## config.mk

```make
export PLATFORM = sky130hd
export DESIGN_NAME = lcd_write_scheduler_flat
export DESIGN_NICKNAME = d
export VERILOG_FILES = /design/src/rtl/lcd_pkg.sv /design/src/rtl/lcd_write_scheduler_if.sv /design/src/rtl/lcd_rr_arbiter.sv /design/src/rtl/lcd_write_scheduler.sv /design/src/flat_wrapper.sv
export SDC_FILE = /design/constraint.sdc
export NUM_CORES = 1
export LEC_CHECK = 0
export CORE_UTILIZATION = 49
export CTS_BUF_LIST = sky130_fd_sc_hd__clkbuf_4 sky130_fd_sc_hd__clkbuf_8 sky130_fd_sc_hd__clkbuf_16
export DETAILED_ROUTE_END_ITERATION = 8
export DONT_BUFFER_PORTS = 1
export GPL_ROUTABILITY_DRIVEN = 0
export GPL_TIMING_DRIVEN = 0
export MAX_ROUTING_LAYER = met4
export PLACE_DENSITY = 0.66
export SYNTH_ARGS = -nofsm -noshare
export SYNTH_HDL_FRONTEND = slang
export SYNTH_HIERARCHICAL = 1
export SYNTH_SLANG_ARGS = --single-unit
export TNS_END_PERCENT = 100
```

## constraint.sdc

```tcl
create_clock -name clk -period 2.1 [get_ports clk]
set_input_delay 0.315 -clock clk [delete_from_list [all_inputs] [get_ports clk]]
set_output_delay 0.315 -clock clk [all_outputs]
set_load 0.005 [all_outputs]
```

## src/rtl/lcd_pkg.sv

```systemverilog
// Shared types, command constants and timing defaults for the LCD write scheduler.
package lcd_pkg;

  typedef enum logic [2:0] {
    ST_WAIT_INIT = 3'd0,
    ST_IDLE      = 3'd1,
    ST_SETUP     = 3'd2,
    ST_PULSE     = 3'd3,
    ST_HOLD      = 3'd4,
    ST_EXEC      = 3'd5
  } state_e;

  localparam logic [7:0] CMD_CLEAR = 8'h01;
  localparam logic [7:0] CMD_HOME  = 8'h02;

  // 50 MHz clock: 80 ns setup, 500 ns strobe, 80 ns hold, 40 us / 1.64 ms execution
  localparam int unsigned DEF_SETUP_CYC     = 4;
  localparam int unsigned DEF_EN_CYC        = 25;
  localparam int unsigned DEF_HOLD_CYC      = 4;
  localparam int unsigned DEF_EXEC_CYC      = 2000;
  localparam int unsigned DEF_LONG_EXEC_CYC = 82000;
  localparam int unsigned DEF_CNT_W         = 17;

  // Clear Display and Return Home (0x02 and its don't-care alias 0x03) need the long wait
  function automatic logic is_long_cmd(input logic rs, input logic [7:0] data);
    return !rs && ((data == CMD_CLEAR) || (data == CMD_HOME) || (data == (CMD_CLEAR | CMD_HOME)));
  endfunction

endpackage

```

## src/rtl/lcd_write_scheduler_if.sv

```systemverilog
// Requester ports, init handshake and LCD pins of the write scheduler.
interface lcd_write_scheduler_if;

  logic       i_init_done;
  logic       i_req0;
  logic       i_rs0;
  logic [7:0] i_data0;
  logic       o_ack0;
  logic       i_req1;
  logic       i_rs1;
  logic [7:0] i_data1;
  logic       o_ack1;
  logic       o_lcd_en;
  logic       o_lcd_rs;
  logic       o_lcd_rw;
  logic [7:0] o_lcd_dados;
  logic       o_busy;

  modport master (
    output i_init_done, i_req0, i_rs0, i_data0, i_req1, i_rs1, i_data1,
    input  o_ack0, o_ack1, o_lcd_en, o_lcd_rs, o_lcd_rw, o_lcd_dados, o_busy
  );

  modport slave (
    input  i_init_done, i_req0, i_rs0, i_data0, i_req1, i_rs1, i_data1,
    output o_ack0, o_ack1, o_lcd_en, o_lcd_rs, o_lcd_rw, o_lcd_dados, o_busy
  );

endinterface

```

## src/rtl/lcd_rr_arbiter.sv

```systemverilog
// Two-way combinational round-robin arbiter; on contention the requester not served last wins.
module lcd_rr_arbiter (
  input  logic [1:0] i_req,
  input  logic       i_rr_last,
  output logic [1:0] o_grant
);

  always_comb begin
    // NOTE: the default assignment first keeps every path driven, so no latch is inferred.
    o_grant = 2'b00;
    case (i_req)
      2'b01:   o_grant = 2'b01;
      2'b10:   o_grant = 2'b10;
      2'b11:   o_grant = i_rr_last ? 2'b01 : 2'b10;
      default: o_grant = 2'b00;
    endcase
  end

endmodule

```

## src/rtl/lcd_write_scheduler.sv

```systemverilog
// Shares the character LCD bus between two requesters after init, generating the EN strobe timing.
module lcd_write_scheduler
  import lcd_pkg::*;
#(
  parameter int unsigned SETUP_CYC     = DEF_SETUP_CYC,
  parameter int unsigned EN_CYC        = DEF_EN_CYC,
  parameter int unsigned HOLD_CYC      = DEF_HOLD_CYC,
  parameter int unsigned EXEC_CYC      = DEF_EXEC_CYC,
  parameter int unsigned LONG_EXEC_CYC = DEF_LONG_EXEC_CYC,
  parameter int unsigned CNT_W         = DEF_CNT_W
) (
  input logic                  clk,
  input logic                  rst_n,
  lcd_write_scheduler_if.slave bus
);

  state_e           r_state;
  logic [CNT_W-1:0] r_cnt;
  logic [CNT_W-1:0] w_limit;
  logic             w_cnt_done;
  logic [1:0]       w_grant;
  logic             r_rr_last;
  logic             r_long;
  logic             r_en;
  logic             r_rs;
  logic [7:0]       r_data;
  logic             r_ack0;
  logic             r_ack1;
  logic             r_busy;

  lcd_rr_arbiter u_arbiter (
    .i_req     ({bus.i_req1, bus.i_req0}),
    .i_rr_last (r_rr_last),
    .o_grant   (w_grant)
  );

  always_comb begin
    w_limit = '0;
    case (r_state)
      ST_SETUP: w_limit = CNT_W'(SETUP_CYC - 1);
      ST_PULSE: w_limit = CNT_W'(EN_CYC - 1);
      ST_HOLD:  w_limit = CNT_W'(HOLD_CYC - 1);
      ST_EXEC:  w_limit = r_long ? CNT_W'(LONG_EXEC_CYC - 1) : CNT_W'(EXEC_CYC - 1);
      default:  w_limit = '0;
    endcase
  end

  assign w_cnt_done = (r_cnt == w_limit);

  // NOTE: all state uses non-blocking assignments so every register samples pre-edge values.
  always_ff @(posedge clk or negedge rst_n) begin
    if (!rst_n) begin
      r_state   <= ST_WAIT_INIT;
      r_cnt     <= '0;
      r_rr_last <= 1'b1;
      r_long    <= 1'b0;
      r_en      <= 1'b0;
      r_rs      <= 1'b0;
      r_data    <= 8'h00;
      r_ack0    <= 1'b0;
      r_ack1    <= 1'b0;
      r_busy    <= 1'b1;
    end else begin
      r_ack0 <= 1'b0;
      r_ack1 <= 1'b0;
      case (r_state)
        ST_WAIT_INIT: begin
          if (bus.i_init_done) begin
            r_state <= ST_IDLE;
            r_busy  <= 1'b0;
          end
        end
        ST_IDLE: begin
          if (!bus.i_init_done) begin
            r_state <= ST_WAIT_INIT;
            r_busy  <= 1'b1;
          end else if (|w_grant) begin
            r_rs      <= w_grant[1] ? bus.i_rs1 : bus.i_rs0;
            r_data    <= w_grant[1] ? bus.i_data1 : bus.i_data0;
            r_long    <= w_grant[1] ? is_long_cmd(bus.i_rs1, bus.i_data1)
                                    : is_long_cmd(bus.i_rs0, bus.i_data0);
            r_ack0    <= w_grant[0];
            r_ack1    <= w_grant[1];
            r_rr_last <= w_grant[1];
            r_cnt     <= '0;
            r_state   <= ST_SETUP;
            r_busy    <= 1'b1;
          end
        end
        ST_SETUP: begin
          if (w_cnt_done) begin
            r_cnt   <= '0;
            r_en    <= 1'b1;
            r_state <= ST_PULSE;
          end else begin
            r_cnt <= r_cnt + CNT_W'(1);
          end
        end
        ST_PULSE: begin
          if (w_cnt_done) begin
            r_cnt   <= '0;
            r_en    <= 1'b0;
            r_state <= ST_HOLD;
          end else begin
            r_cnt <= r_cnt + CNT_W'(1);
          end
        end
        ST_HOLD: begin
          if (w_cnt_done) begin
            r_cnt   <= '0;
            r_state <= ST_EXEC;
          end else begin
            r_cnt <= r_cnt + CNT_W'(1);
          end
        end
        ST_EXEC: begin
          // a mid-transfer loss of init_done is only acted on once the LCD has executed the byte
          if (w_cnt_done) begin
            r_cnt   <= '0;
            r_state <= bus.i_init_done ? ST_IDLE : ST_WAIT_INIT;
            r_busy  <= !bus.i_init_done;
          end else begin
            r_cnt <= r_cnt + CNT_W'(1);
          end
        end
        default: begin
          r_state <= ST_WAIT_INIT;
          r_cnt   <= '0;
          r_en    <= 1'b0;
          r_busy  <= 1'b1;
        end
      endcase
    end
  end

  assign bus.o_ack0      = r_ack0;
  assign bus.o_ack1      = r_ack1;
  assign bus.o_lcd_en    = r_en;
  assign bus.o_lcd_rs    = r_rs;
  assign bus.o_lcd_rw    = 1'b0;
  assign bus.o_lcd_dados = r_data;
  assign bus.o_busy      = r_busy;

endmodule

```

## src/flat_wrapper.sv

```systemverilog
// flat-port wrapper written by rule: the top's interface ports become plain ports
module lcd_write_scheduler_flat import lcd_pkg::*;
#(
  parameter int unsigned SETUP_CYC     = DEF_SETUP_CYC,
  parameter int unsigned EN_CYC        = DEF_EN_CYC,
  parameter int unsigned HOLD_CYC      = DEF_HOLD_CYC,
  parameter int unsigned EXEC_CYC      = DEF_EXEC_CYC,
  parameter int unsigned LONG_EXEC_CYC = DEF_LONG_EXEC_CYC,
  parameter int unsigned CNT_W         = DEF_CNT_W
)
  (clk, rst_n, bus_i_init_done, bus_i_req0, bus_i_rs0, bus_i_data0, bus_i_req1, bus_i_rs1, bus_i_data1, bus_o_ack0, bus_o_ack1, bus_o_lcd_en, bus_o_lcd_rs, bus_o_lcd_rw, bus_o_lcd_dados, bus_o_busy);
  lcd_write_scheduler_if bus_i ();
  input logic clk;
  input logic rst_n;
  input wire logic [$bits(bus_i.i_init_done)-1:0] bus_i_init_done;
  input wire logic [$bits(bus_i.i_req0)-1:0] bus_i_req0;
  input wire logic [$bits(bus_i.i_rs0)-1:0] bus_i_rs0;
  input wire logic [$bits(bus_i.i_data0)-1:0] bus_i_data0;
  input wire logic [$bits(bus_i.i_req1)-1:0] bus_i_req1;
  input wire logic [$bits(bus_i.i_rs1)-1:0] bus_i_rs1;
  input wire logic [$bits(bus_i.i_data1)-1:0] bus_i_data1;
  output wire logic [$bits(bus_i.o_ack0)-1:0] bus_o_ack0;
  output wire logic [$bits(bus_i.o_ack1)-1:0] bus_o_ack1;
  output wire logic [$bits(bus_i.o_lcd_en)-1:0] bus_o_lcd_en;
  output wire logic [$bits(bus_i.o_lcd_rs)-1:0] bus_o_lcd_rs;
  output wire logic [$bits(bus_i.o_lcd_rw)-1:0] bus_o_lcd_rw;
  output wire logic [$bits(bus_i.o_lcd_dados)-1:0] bus_o_lcd_dados;
  output wire logic [$bits(bus_i.o_busy)-1:0] bus_o_busy;
  assign bus_i.i_init_done = bus_i_init_done;
  assign bus_i.i_req0 = bus_i_req0;
  assign bus_i.i_rs0 = bus_i_rs0;
  assign bus_i.i_data0 = bus_i_data0;
  assign bus_i.i_req1 = bus_i_req1;
  assign bus_i.i_rs1 = bus_i_rs1;
  assign bus_i.i_data1 = bus_i_data1;
  assign bus_o_ack0 = bus_i.o_ack0;
  assign bus_o_ack1 = bus_i.o_ack1;
  assign bus_o_lcd_en = bus_i.o_lcd_en;
  assign bus_o_lcd_rs = bus_i.o_lcd_rs;
  assign bus_o_lcd_rw = bus_i.o_lcd_rw;
  assign bus_o_lcd_dados = bus_i.o_lcd_dados;
  assign bus_o_busy = bus_i.o_busy;
  lcd_write_scheduler #(.SETUP_CYC(SETUP_CYC), .EN_CYC(EN_CYC), .HOLD_CYC(HOLD_CYC), .EXEC_CYC(EXEC_CYC), .LONG_EXEC_CYC(LONG_EXEC_CYC), .CNT_W(CNT_W)) u_core (.clk(clk), .rst_n(rst_n), .bus(bus_i));
endmodule
```

==> results.sh, run 1 <==
export IMPL_status="finished, final reports clean"
export IMPL_slew_headroom_pct=56.4
export IMPL_viasPerCell=6.02
export IMPL_fmax_mhz=489
export IMPL_diodes=0
export IMPL_synth_nets=272
export IMPL_synth_simple_area_share_pct=27.0
export IMPL_numCtsBuffers=5
export IMPL_seq_area_frac_synth_pct=41.6
export IMPL_arrival_ps=2210
export IMPL_yosys_top_cells_area="dfrtp_1 (39%), nand2_1 (7.1%), mux2i_1 (5.2%)"
export IMPL_cts_max_level=2
export IMPL_path_clk_slew_ps=70
export IMPL_antenna_found_initial=0
export IMPL_post_route_util_pct=58.7
export IMPL_ir_drop_v=0.000471
export IMPL_ioPinCount=37
export IMPL_synth_top_cell_by_area="dfrtp_1"
export IMPL_wl_mm=4.83
export IMPL_yosys_register_bits=35
export IMPL_critPathLaunchType="flip-flop"
export IMPL_layout_common_cells="nand2_1 (40), dfrtp_1 (30), nor2_1 (24)"
export IMPL_cts_tree="built"
export IMPL_fillCellCount=368
export IMPL_cts_max_path_buffers=2
export IMPL_grt_pass1_vias=1714
export IMPL_root_buffer="clkbuf_8"
export IMPL_fin_skew_ps=5.89
export IMPL_first_pass_iters=4
export IMPL_maxCapViolCount=0
export IMPL_fin_area_um2=2380
export IMPL_ff2ff_setup_slack_ps=50
export IMPL_syn_inst=248
export IMPL_synth_edff_count=0
export IMPL_grt_max_degree=36
export IMPL_final_net_count=280
export IMPL_worst_pin_slew_ps=653
export IMPL_timing_final_crit_share_pct=97.4
export IMPL_die_w_um=67.6
export IMPL_final_common_cell="nand2_1"
export IMPL_rows=23
export IMPL_regArea_um2=882
export IMPL_track_usage_pct=24.5
export IMPL_min_path_type="input port to flip-flop"
export IMPL_path_class="flip-flop to flip-flop"
export IMPL_grt_ovfl_total=0
export IMPL_synthToLayoutAreaGrowth_pct=12.9
export IMPL_die_area_um2=4570
export IMPL_power_leakage_nw=1.00
export IMPL_drt_iter0_drc=78
export IMPL_multi_input_area_um2=1190
export IMPL_rsz0062_at_grt="true"
export IMPL_synth_ff_type="dfrtp_1"
export IMPL_p_per_area_nw_per_um2=569
export IMPL_muxShareOfSynthArea_pct=5.75
export IMPL_yosysTopAreaCellShare_pct=39.1
export IMPL_slew_viol_final=0
export IMPL_drc=0
export IMPL_grt_pass1_wl_mm=7.92
export IMPL_synthAdderAreaFrac_pct=0.593
export IMPL_critPathCaptureType="flip-flop"
export IMPL_dpl_cell_area_um2=2170
export IMPL_crit_slowest_cell="dfrtp_1"
export IMPL_post_synth_cell_area_avg_um2=8.51
export IMPL_min_period_ps=2050
export IMPL_final_cells=307
export IMPL_die_y_um=67.6
export IMPL_hold_violations=0
export IMPL_synthDistinctLibCells=53
export IMPL_worstPathMaxFanout=10
export IMPL_place_inst=298
export IMPL_netlist_area_um2=2110
export IMPL_synth_top_family_by_area="simple AND/OR/NAND/NOR gates"
export IMPL_portBuffers=0
export IMPL_hpwl_mm=3.37
export IMPL_setup_viol=0
export IMPL_synth_compound_area_share_pct=17.9
export IMPL_wl_per_cell_um=15.7
export IMPL_cts_sinks=35
export IMPL_coreArea_um2=4060
export IMPL_async_flop_share_pct=100
export IMPL_ant_nets=0
export IMPL_power_w=0.00135
export IMPL_synthXorXnorAreaFrac_pct=2.49
export IMPL_worstPathCellList="nor2_1 > nand3b_1 > or3_1 > a211o_4 > buf_6 > o2111ai_1 > o311ai_1"
export IMPL_ys_warn_count=6
export IMPL_drive_gt1_share_pct=12.5
export IMPL_clk_latency_ps=290
export IMPL_cts_setup_buffers=0
export IMPL_cpPeakStageDelay_ps=450
export IMPL_start_util_pct=52.0
export IMPL_num_vias=1848
export IMPL_critPathRequiredTime_ps=2270
Yosys cell counts (all sizes together) (2+ instances only):
| library cell | instances |
|---|---|
| nor3b | 2 |
| o21ai | 10 |
| nor2 | 24 |
| or4 | 3 |
| clkbuf | 8 |
| nand3b | 3 |
| nand3 | 12 |
| mux2i | 11 |
| nand2 | 40 |
| a31oi | 3 |
| and2 | 4 |
| nand4 | 3 |
| o221ai | 2 |
| o211ai | 10 |
| a21oi | 14 |
| nand2b | 3 |
| o31ai | 2 |
| a211o | 2 |
| nor3 | 4 |
| o21a | 3 |
| a21boi | 2 |
| inv | 8 |
| xor2 | 5 |
| or3 | 5 |
| dfstp | 2 |
| nor4 | 6 |
| o2111ai | 2 |
| dfrtp | 33 |
| buf | 5 |
| o311ai | 2 |
metal layers:
metal  global-route usage, %  routed length [um]  part of all wire [%]  vias up
met4                    9.57                  72                   1.5        0
li1                        -                   -                     -      904
met3                    5.91                 217                   4.5        6
met5                       -                   0                     0        -
met1                    31.2                2200                    46      888
met2                    37.3                2340                    48       50
power breakdown:
group	switching, W	internal, W	leakage, nW
logic	0.0000291	0.0000190	0.485
registers	0	0.000674	0.459
clock network	0.000248	0.000384	0.0612
stage by stage:
step | setup slack, ps | setup TNS (ps) | hold slack [ps]
finish | 54.6 | 0 | 229
CTS | 12.8 | 0 | 223
detailed placement | -21.9 | -109 | 20.5
global route | -5.12 | -6.96 | 232
global placement | -18.6 | -77.5 | 20.2
floorplan | 144 | 0 | 19.4
worst max-delay path: cells and delay by family (launching register included):
family	cells	cell delay [ps]
buffers and inverters	1	160
flip-flops	1	450
AND/OR/NAND/NOR	3	660
AO/OA/AOI/OAI	3	670
area by class of cell:
cell class                 instances  share of cell area [%]
timing repair buffer               2                    1.26
sequential                        35                    37.0
buffer                            12                    2.73
clock buffer                       6                    3.47
tap                               50                    2.63
inverter                           8                    1.26
clock inverter                     2                    1.47
multi-input combinational        192                    50.1
state kept, by name (all words and copies together) (netlist names):
name / flops
u_core/r_rr_last: 1
u_core/bus.o_ack1: 1
u_core/bus.o_lcd_dados: 8
u_core/r_long: 1
u_core/bus.o_lcd_en: 1
u_core/r_cnt: 17
u_core/bus.o_busy: 1
u_core/bus.o_lcd_rs: 1
u_core/bus.o_ack0: 1
u_core/r_state: 3
final timing paths:
| kind | start | depth (start not counted) | end |
|---|---|---|---|
| setup / recovery | u_core/r_cnt[14] | 7 | u_core/r_cnt[2] |
| hold / removal | bus_i_req1 | 3 | u_core/bus.o_ack0 |
| setup reg to reg | u_core/r_cnt[14] | 7 | u_core/r_cnt[2] |
| hold reg to reg | u_core/r_rr_last | 1 | u_core/r_rr_last |
| max in group asynchronous | rst_n | 2 | u_core/bus.o_busy |
| min in group asynchronous | rst_n | 2 | u_core/r_cnt[14] |
cell families (layout without fill, tap and decap cells):
kind of cell             Yosys count  in the layout
AND/OR/NAND/NOR                  115            115
other                              1              1
buffers and inverters             21             30
XOR/XNOR                           6              6
flip-flops                        35             35
multiplexers                      12             12
AO/OA/AOI/OAI                     57             57
adder cells (fa/ha/maj)            1              1
what timing repair did:
action / CTS / global route
setup endpoints to repair: 11 / 27
hold buffers: 2 / 0
endpoints found under the hold margin: 35 / 0
pin swaps: 0 / 2
gates resized for setup: 3 / 15
Note: power is estimated with default switching activity, not from simulation.
==> run 2, diff against run 1 <==
PLACE_DENSITY = 0.71   (was 0.66)
==> run 2 against run 1 <==
Global-route usage fell by 1.3 points. Clock power barely moved. Register-to-register slack barely moved. Setup slack improved by 4.1 ps. Die area did not move. Cell area fell by 0.21%. Core utilization fell by 0.12 points. Routed wire length rose by 1.6%. Flip-flop and latch count did not move. Critical path type unchanged. Critical endpoint unchanged.
==> results.sh, run 2 (synthesis gave the netlist of run 1 again) <==
export IMPL_status="finished, final reports clean"
export IMPL_drc=0
export IMPL_die_area_um2=4570
export IMPL_p_per_area_nw_per_um2=569
export IMPL_crit_slowest_cell="or3_1"
export IMPL_start_util_pct=52.0
export IMPL_synthToLayoutAreaGrowth_pct=12.6
export IMPL_first_pass_iters=5
export IMPL_regMostFlops="u_core/r_cnt"
export IMPL_largest_register_ffs=17
export IMPL_fmax_mhz=490
export IMPL_track_usage_pct=23.3
export IMPL_slew_viol_final=0
export IMPL_drt_iter0_drc=148
export IMPL_ioPinCount=37
export IMPL_cp_num_buf_inv=2
export IMPL_cts_max_level=2
export IMPL_critPathCaptureType="flip-flop"
export IMPL_critPathRequiredTime_ps=2260
export IMPL_rows=23
export IMPL_grt_pass1_vias=1696
export IMPL_worstPathCellList="buf_4 > nand3b_1 > or3_1 > a211o_4 > buf_6 > o2111ai_1 > o311ai_1"
export IMPL_ff2ff_setup_slack_ps=60
export IMPL_ant_nets=0
export IMPL_worstPathMaxFanout=10
export IMPL_worst_pin_slew_ps=764
export IMPL_numCtsBuffers=5
export IMPL_slew_headroom_pct=48.9
export IMPL_grt_ovfl_total=0
export IMPL_portBuffers=0
export IMPL_cts_sinks=35
export IMPL_root_buffer="clkbuf_8"
export IMPL_critPathLaunchType="flip-flop"
export IMPL_hold_start="bus_i_req1"
export IMPL_final_cells=307
export IMPL_dr_wl_met3_um=256
export IMPL_final_net_count=280
export IMPL_timing_final_crit_share_pct=97.2
export IMPL_die_y_um=67.6
export IMPL_final_common_cell="nand2_1"
export IMPL_antenna_found_initial=0
export IMPL_drt_met1_wl_mm=2.29
export IMPL_maxCapViolCount=0
export IMPL_drive_gt1_share_pct=12.8
export IMPL_diodes=0
export IMPL_wl_per_cell_um=16.0
export IMPL_die_w_um=67.6
export IMPL_hpwl_mm=3.38
export IMPL_dr_wl_met2_mm=2.29
export IMPL_r2r_end="u_core/r_cnt[2]"
export IMPL_place_inst=298
export IMPL_cpPeakStageDelay_ps=430
export IMPL_whs_path_depth=3
export IMPL_viasPerCell=6.19
export IMPL_fin_skew_ps=2.35
export IMPL_cts_tree="built"
export IMPL_cts_max_path_buffers=2
export IMPL_hold_violations=0
export IMPL_path_class="flip-flop to flip-flop"
export IMPL_path_delay_family="compound AO/OA/AOI/OAI gates"
export IMPL_grt_max_degree=36
export IMPL_routed_top_layer="met4"
export IMPL_path_clk_slew_ps=70
export IMPL_coreArea_um2=4060
export IMPL_layout_common_cells="nand2_1 (40), dfrtp_1 (30), nor2_1 (22)"
export IMPL_num_vias=1899
export IMPL_post_route_util_pct=58.6
export IMPL_grt_pass1_wl_mm=7.57
export IMPL_clk_latency_ps=280
export IMPL_ir_drop_v=0.000397
export IMPL_min_period_ps=2040
export IMPL_power_leakage_nw=1.00
export IMPL_r2r_start="u_core/r_state[0]"
export IMPL_wl_mm=4.91
export IMPL_r2r_cells=7
export IMPL_setup_viol=0
export IMPL_arrival_ps=2200
export IMPL_tns_ps=0
export IMPL_min_path_type="input port to flip-flop"
export IMPL_min_to="u_core/bus.o_ack0"
==> run 2: changes by cell type in the layout (fill, tap and decap cells not counted) <==
cell | before | now
nor3b_2 | 0 | 1
xor2_2 | 2 | 0
nor2_2 | 0 | 2
nor3b_1 | 2 | 1
nor2_1 | 24 | 22
xor2_1 | 3 | 5
==> run 2: timing repair <==
item / 4_1_cts / 5_1_grt
hold buffers: 2 / 0
endpoints found under the hold margin: 35 / 0
setup buffers: 0 / 0
gates resized for setup: 3 / 16
pin swaps: 0 / 2
endpoints found under the setup margin: 10 / 27
==> run 2: layer usage <==
layer / vias up / global-route usage [%]
li1: 901 / -
met1: 928 / 30.0
met2: 63 / 34.5
met3: 7 / 6.42
met4: 0 / 8.51
met5: - / -
==> run 2: worst max-delay path by stage <==
stage | from | end | slack [ps] | cells after the start
2_1_floorplan | u_core/r_cnt[0] | u_core/r_cnt[16] | 140 | 7
4_1_cts | u_core/r_cnt[0] | u_core/r_cnt[16] | 0.9 | 7
5_1_grt | u_core/r_cnt[14] | u_core/r_cnt[9] | -20 | 7
3_3_place_gp | u_core/r_rr_last | u_core/r_cnt[8] | 2 | 6
6_report | u_core/r_state[0] | u_core/r_cnt[2] | 60 | 7
3_5_place_dp | u_core/r_rr_last | u_core/r_cnt[8] | -20 | 6
==> run 2: per-stage QoR <==
step           instance area [um^2]  worst slack, ps  power [W]  hold slack, ps
2_1_floorplan                  2110              144   0.000712            19.4
3_3_place_gp                   2170             2.24   0.000716            20.4
3_5_place_dp                   2170            -22.1   0.000716            20.4
4_1_cts                        2330            0.856    0.00137             222
5_1_grt                        2380            -16.0    0.00140             238
6_report                       2380             58.7    0.00135             243
==> run 2: power breakdown <==
group          internal [W]  switching [W]   total, W
clock network      0.000384       0.000245   0.000629
logic             0.0000192      0.0000292  0.0000485
registers          0.000674              0   0.000674
total               0.00108       0.000274    0.00135
==> run 2: cell type report <==
class,count,area (um^2)
clock buffers,6,82.6
plain buffers,12,65.1
fillers,361,1680
flip-flops and latches,35,882
multi-input cells,192,1190
clock inverters,2,35.0
well taps,50,62.6
repair buffers,2,30.0
inverters,8,30.0
==> run 2: worst min-delay path, stage by stage <==
cell	delay, ps
a21boi_1	60
nand2_1	80
inv_1	40
==> run 3, diff against run 2 <==
BUFFER_PORTS_ARGS = -buffer_cell sky130_fd_sc_hd__buf_4   (was unset)
CELL_PAD_IN_SITES_DETAIL_PLACEMENT = 1   (was unset)
CELL_PAD_IN_SITES_GLOBAL_PLACEMENT = 2   (was unset)
CORE_UTILIZATION = 30   (was 49)
DONT_BUFFER_PORTS = unset   (was 1)
PLACE_DENSITY = 0.81   (was 0.71)
==> run 3 against run 2 <==
Global-route usage fell by 5.7 points. Critical path type unchanged. Largest power group unchanged. Fmax grew 1.7%. Register-to-register slack improved by 30 ps. Cell area is 14% higher. Clock skew rose by 5.4 ps. Hold slack better by 96 ps. Die area rose by 61%. Power fell by 6.5%. Setup slack improved by 34 ps. Routed wire length grew 19%. Combinational power up 69%. Non-clock buffer count grew 37.
==> results.sh, run 3 (synthesis gave the netlist of run 1 again) <==
export IMPL_drive_gt1_share_pct=24.7
export IMPL_fin_area_um2=2700
export IMPL_track_usage_pct=17.6
export IMPL_fmax_mhz=498
export IMPL_cts_sinks=35
export IMPL_p_comb_share_pct=6.5
export IMPL_worstPathCellList="buf_4 > nand3b_1 > or3_1 > a211o_4 > buf_6 > o2111ai_1 > o311ai_1"
export IMPL_whs_path_depth=4
export IMPL_arrival_ps=2170
export IMPL_r2r_start="u_core/r_state[0]"
export IMPL_path_class="flip-flop to flip-flop"
export IMPL_ff2ff_setup_slack_ps=90
export IMPL_grt_max_degree=36
export IMPL_slew_viol_final=0
export IMPL_die_w_um=85.9
export IMPL_viasPerCell=5.15
export IMPL_drc=0
export IMPL_maxCapViolCount=0
export IMPL_portBuffers=35
export IMPL_largest_register_ffs=17
export IMPL_hold_ws_ps=340
export IMPL_grt_ovfl_total=0
export IMPL_regMostFlops="u_core/r_cnt"
export IMPL_critPathRequiredTime_ps=2260
export IMPL_clkPwrFrac_pct=40.2
export IMPL_grt_pass1_wl_mm=9.74
export IMPL_hold_start="bus_i_req1"
export IMPL_ir_drop_v=0.000197
export IMPL_worstPathMaxFanout=10
export IMPL_root_buffer="clkbuf_8"
export IMPL_p_per_area_nw_per_um2=468
export IMPL_p_switching_w=0.000290
export IMPL_intPower_w=0.000973
export IMPL_ant_nets=0
export IMPL_ioPinCount=37
export IMPL_min_path_type="input port to flip-flop"
export IMPL_first_pass_iters=4
export IMPL_status="finished, final reports clean"
export IMPL_switching_share_pct=22.9
export IMPL_setup_viol=0
export IMPL_numCtsBuffers=5
export IMPL_antenna_found_initial=0
export IMPL_seqPwrFrac_pct=53.3
export IMPL_wl_mm=5.82
export IMPL_min_to="u_core/bus.o_ack0"
export IMPL_wl_per_cell_um=14.9
export IMPL_crit_slowest_cell="or3_1"
export IMPL_cts_max_path_buffers=2
export IMPL_layout_common_cells="buf_4 (40), nand2_1 (40), dfrtp_1 (28)"
export IMPL_min_period_ps=2010
export IMPL_fin_skew_ps=7.77
export IMPL_cp_depth=7
export IMPL_rows=30
export IMPL_drt_iter0_drc=77
export IMPL_cp_num_buf_inv=2
export IMPL_clk_latency_ps=290
export IMPL_critPathLaunchType="flip-flop"
export IMPL_die_area_um2=7370
export IMPL_hold_violations=0
export IMPL_hpwl_mm=4.25
export IMPL_cts_max_level=2
export IMPL_r2r_cells=7
export IMPL_dpl_cell_area_um2=2490
export IMPL_path_clk_slew_ps=70
export IMPL_coreArea_um2=6790
export IMPL_num_vias=2013
export IMPL_cpPeakStageDelay_ps=400
export IMPL_timing_final_crit_share_pct=95.6
export IMPL_path_delay_family="compound AO/OA/AOI/OAI gates"
export IMPL_slew_headroom_pct=59.0
export IMPL_worst_pin_slew_ps=615
export IMPL_grt_pass1_vias=2004
export IMPL_start_util_pct=31.0
export IMPL_critPathCaptureType="flip-flop"
export IMPL_die_y_um=85.9
export IMPL_r2r_end="u_core/r_cnt[2]"
export IMPL_tns_ps=0
export IMPL_synthToLayoutAreaGrowth_pct=28.0
export IMPL_cts_tree="built"
export IMPL_final_net_count=318
export IMPL_diodes=0
export IMPL_power_leakage_nw=1.18
==> run 3: changes by cell type in the layout (fill, tap and decap cells not counted), moves of 2 or more <==
cell,before,now
dfrtp_2,3,5
clkbuf_4,0,3
dfrtp_1,30,28
buf_4,2,40
xor2_1,5,3
==> run 3: power by group through the flow <==
stage | Combinational [W] | Clock, W | Sequential [W]
final | 0.0000819 | 0.000508 | 0.000674
after global placement | 0.0000814 | 0 | 0.000687
after CTS | 0.0000827 | 0.000529 | 0.000674
after floorplan | 0.0000249 | 0 | 0.000687
after global routing | 0.0000921 | 0.000551 | 0.000673
after detailed placement | 0.0000814 | 0 | 0.000687
==> run 3: per-stage QoR <==
step           total power (W)  setup slack (ps)  instances  util (%)
5_1_grt                0.00132            -0.484        391      39.7
2_1_floorplan         0.000712               144        248         -
6_report               0.00126              92.3        391      39.7
4_1_cts                0.00129              26.0        388      38.6
3_5_place_dp          0.000768             -86.8        379      36.7
3_3_place_gp          0.000768             -80.3        379      36.7
==> run 3: how the worst max path moves through the flow <==
| stage | startpoint | to | slack, ps |
|---|---|---|---|
| after global routing | u_core/r_cnt[1] | u_core/r_cnt[16] | -0.5 |
| after global placement | bus_i_req0 | u_core/r_long | -80 |
| after CTS | u_core/r_rr_last | u_core/r_long | 30 |
| after detailed placement | u_core/r_cnt[0] | u_core/r_cnt[16] | -90 |
| after floorplan | u_core/r_cnt[0] | u_core/r_cnt[16] | 140 |
| final | u_core/r_state[0] | u_core/r_cnt[2] | 90 |
==> run 3: routing by layer <==
metal  up-vias  global-route usage [%]  part of all wire, %
met5         -                       -                    0
met4         0                    7.12                  1.8
met3         8                    3.27                  3.6
met2        41                    28.7                   48
met1       984                    21.5                   46
li1        980                       -                    -
==> run 3: area by class of cell <==
| class | count | area, um^2 |
|---|---|---|
| Fill cell | 807 | 4090 |
| Multi-Input combinational cell | 193 | 1210 |
| Sequential cell | 35 | 885 |
| Timing Repair Buffer | 39 | 295 |
| Tap cell | 96 | 120 |
| Clock buffer | 7 | 83.8 |
| Buffer | 12 | 67.6 |
| Inverter | 8 | 30.0 |
| Clock inverter | 1 | 5.00 |
==> run 3: worst min-delay path, stage by stage <==
cell and delay, ps:
buf_4 80, a21boi_1 70, nand2_1 80, inv_1 40
==> run 3: timing repair <==
action | CTS | global route
setup endpoints to repair | 22 | 24
gates cloned | 0 | 1
buffers inserted | 0 | 3
resized for setup | 7 | 17
hold buffers | 1 | 0
hold endpoints to repair | 25 | 0
pin swaps | 1 | 4
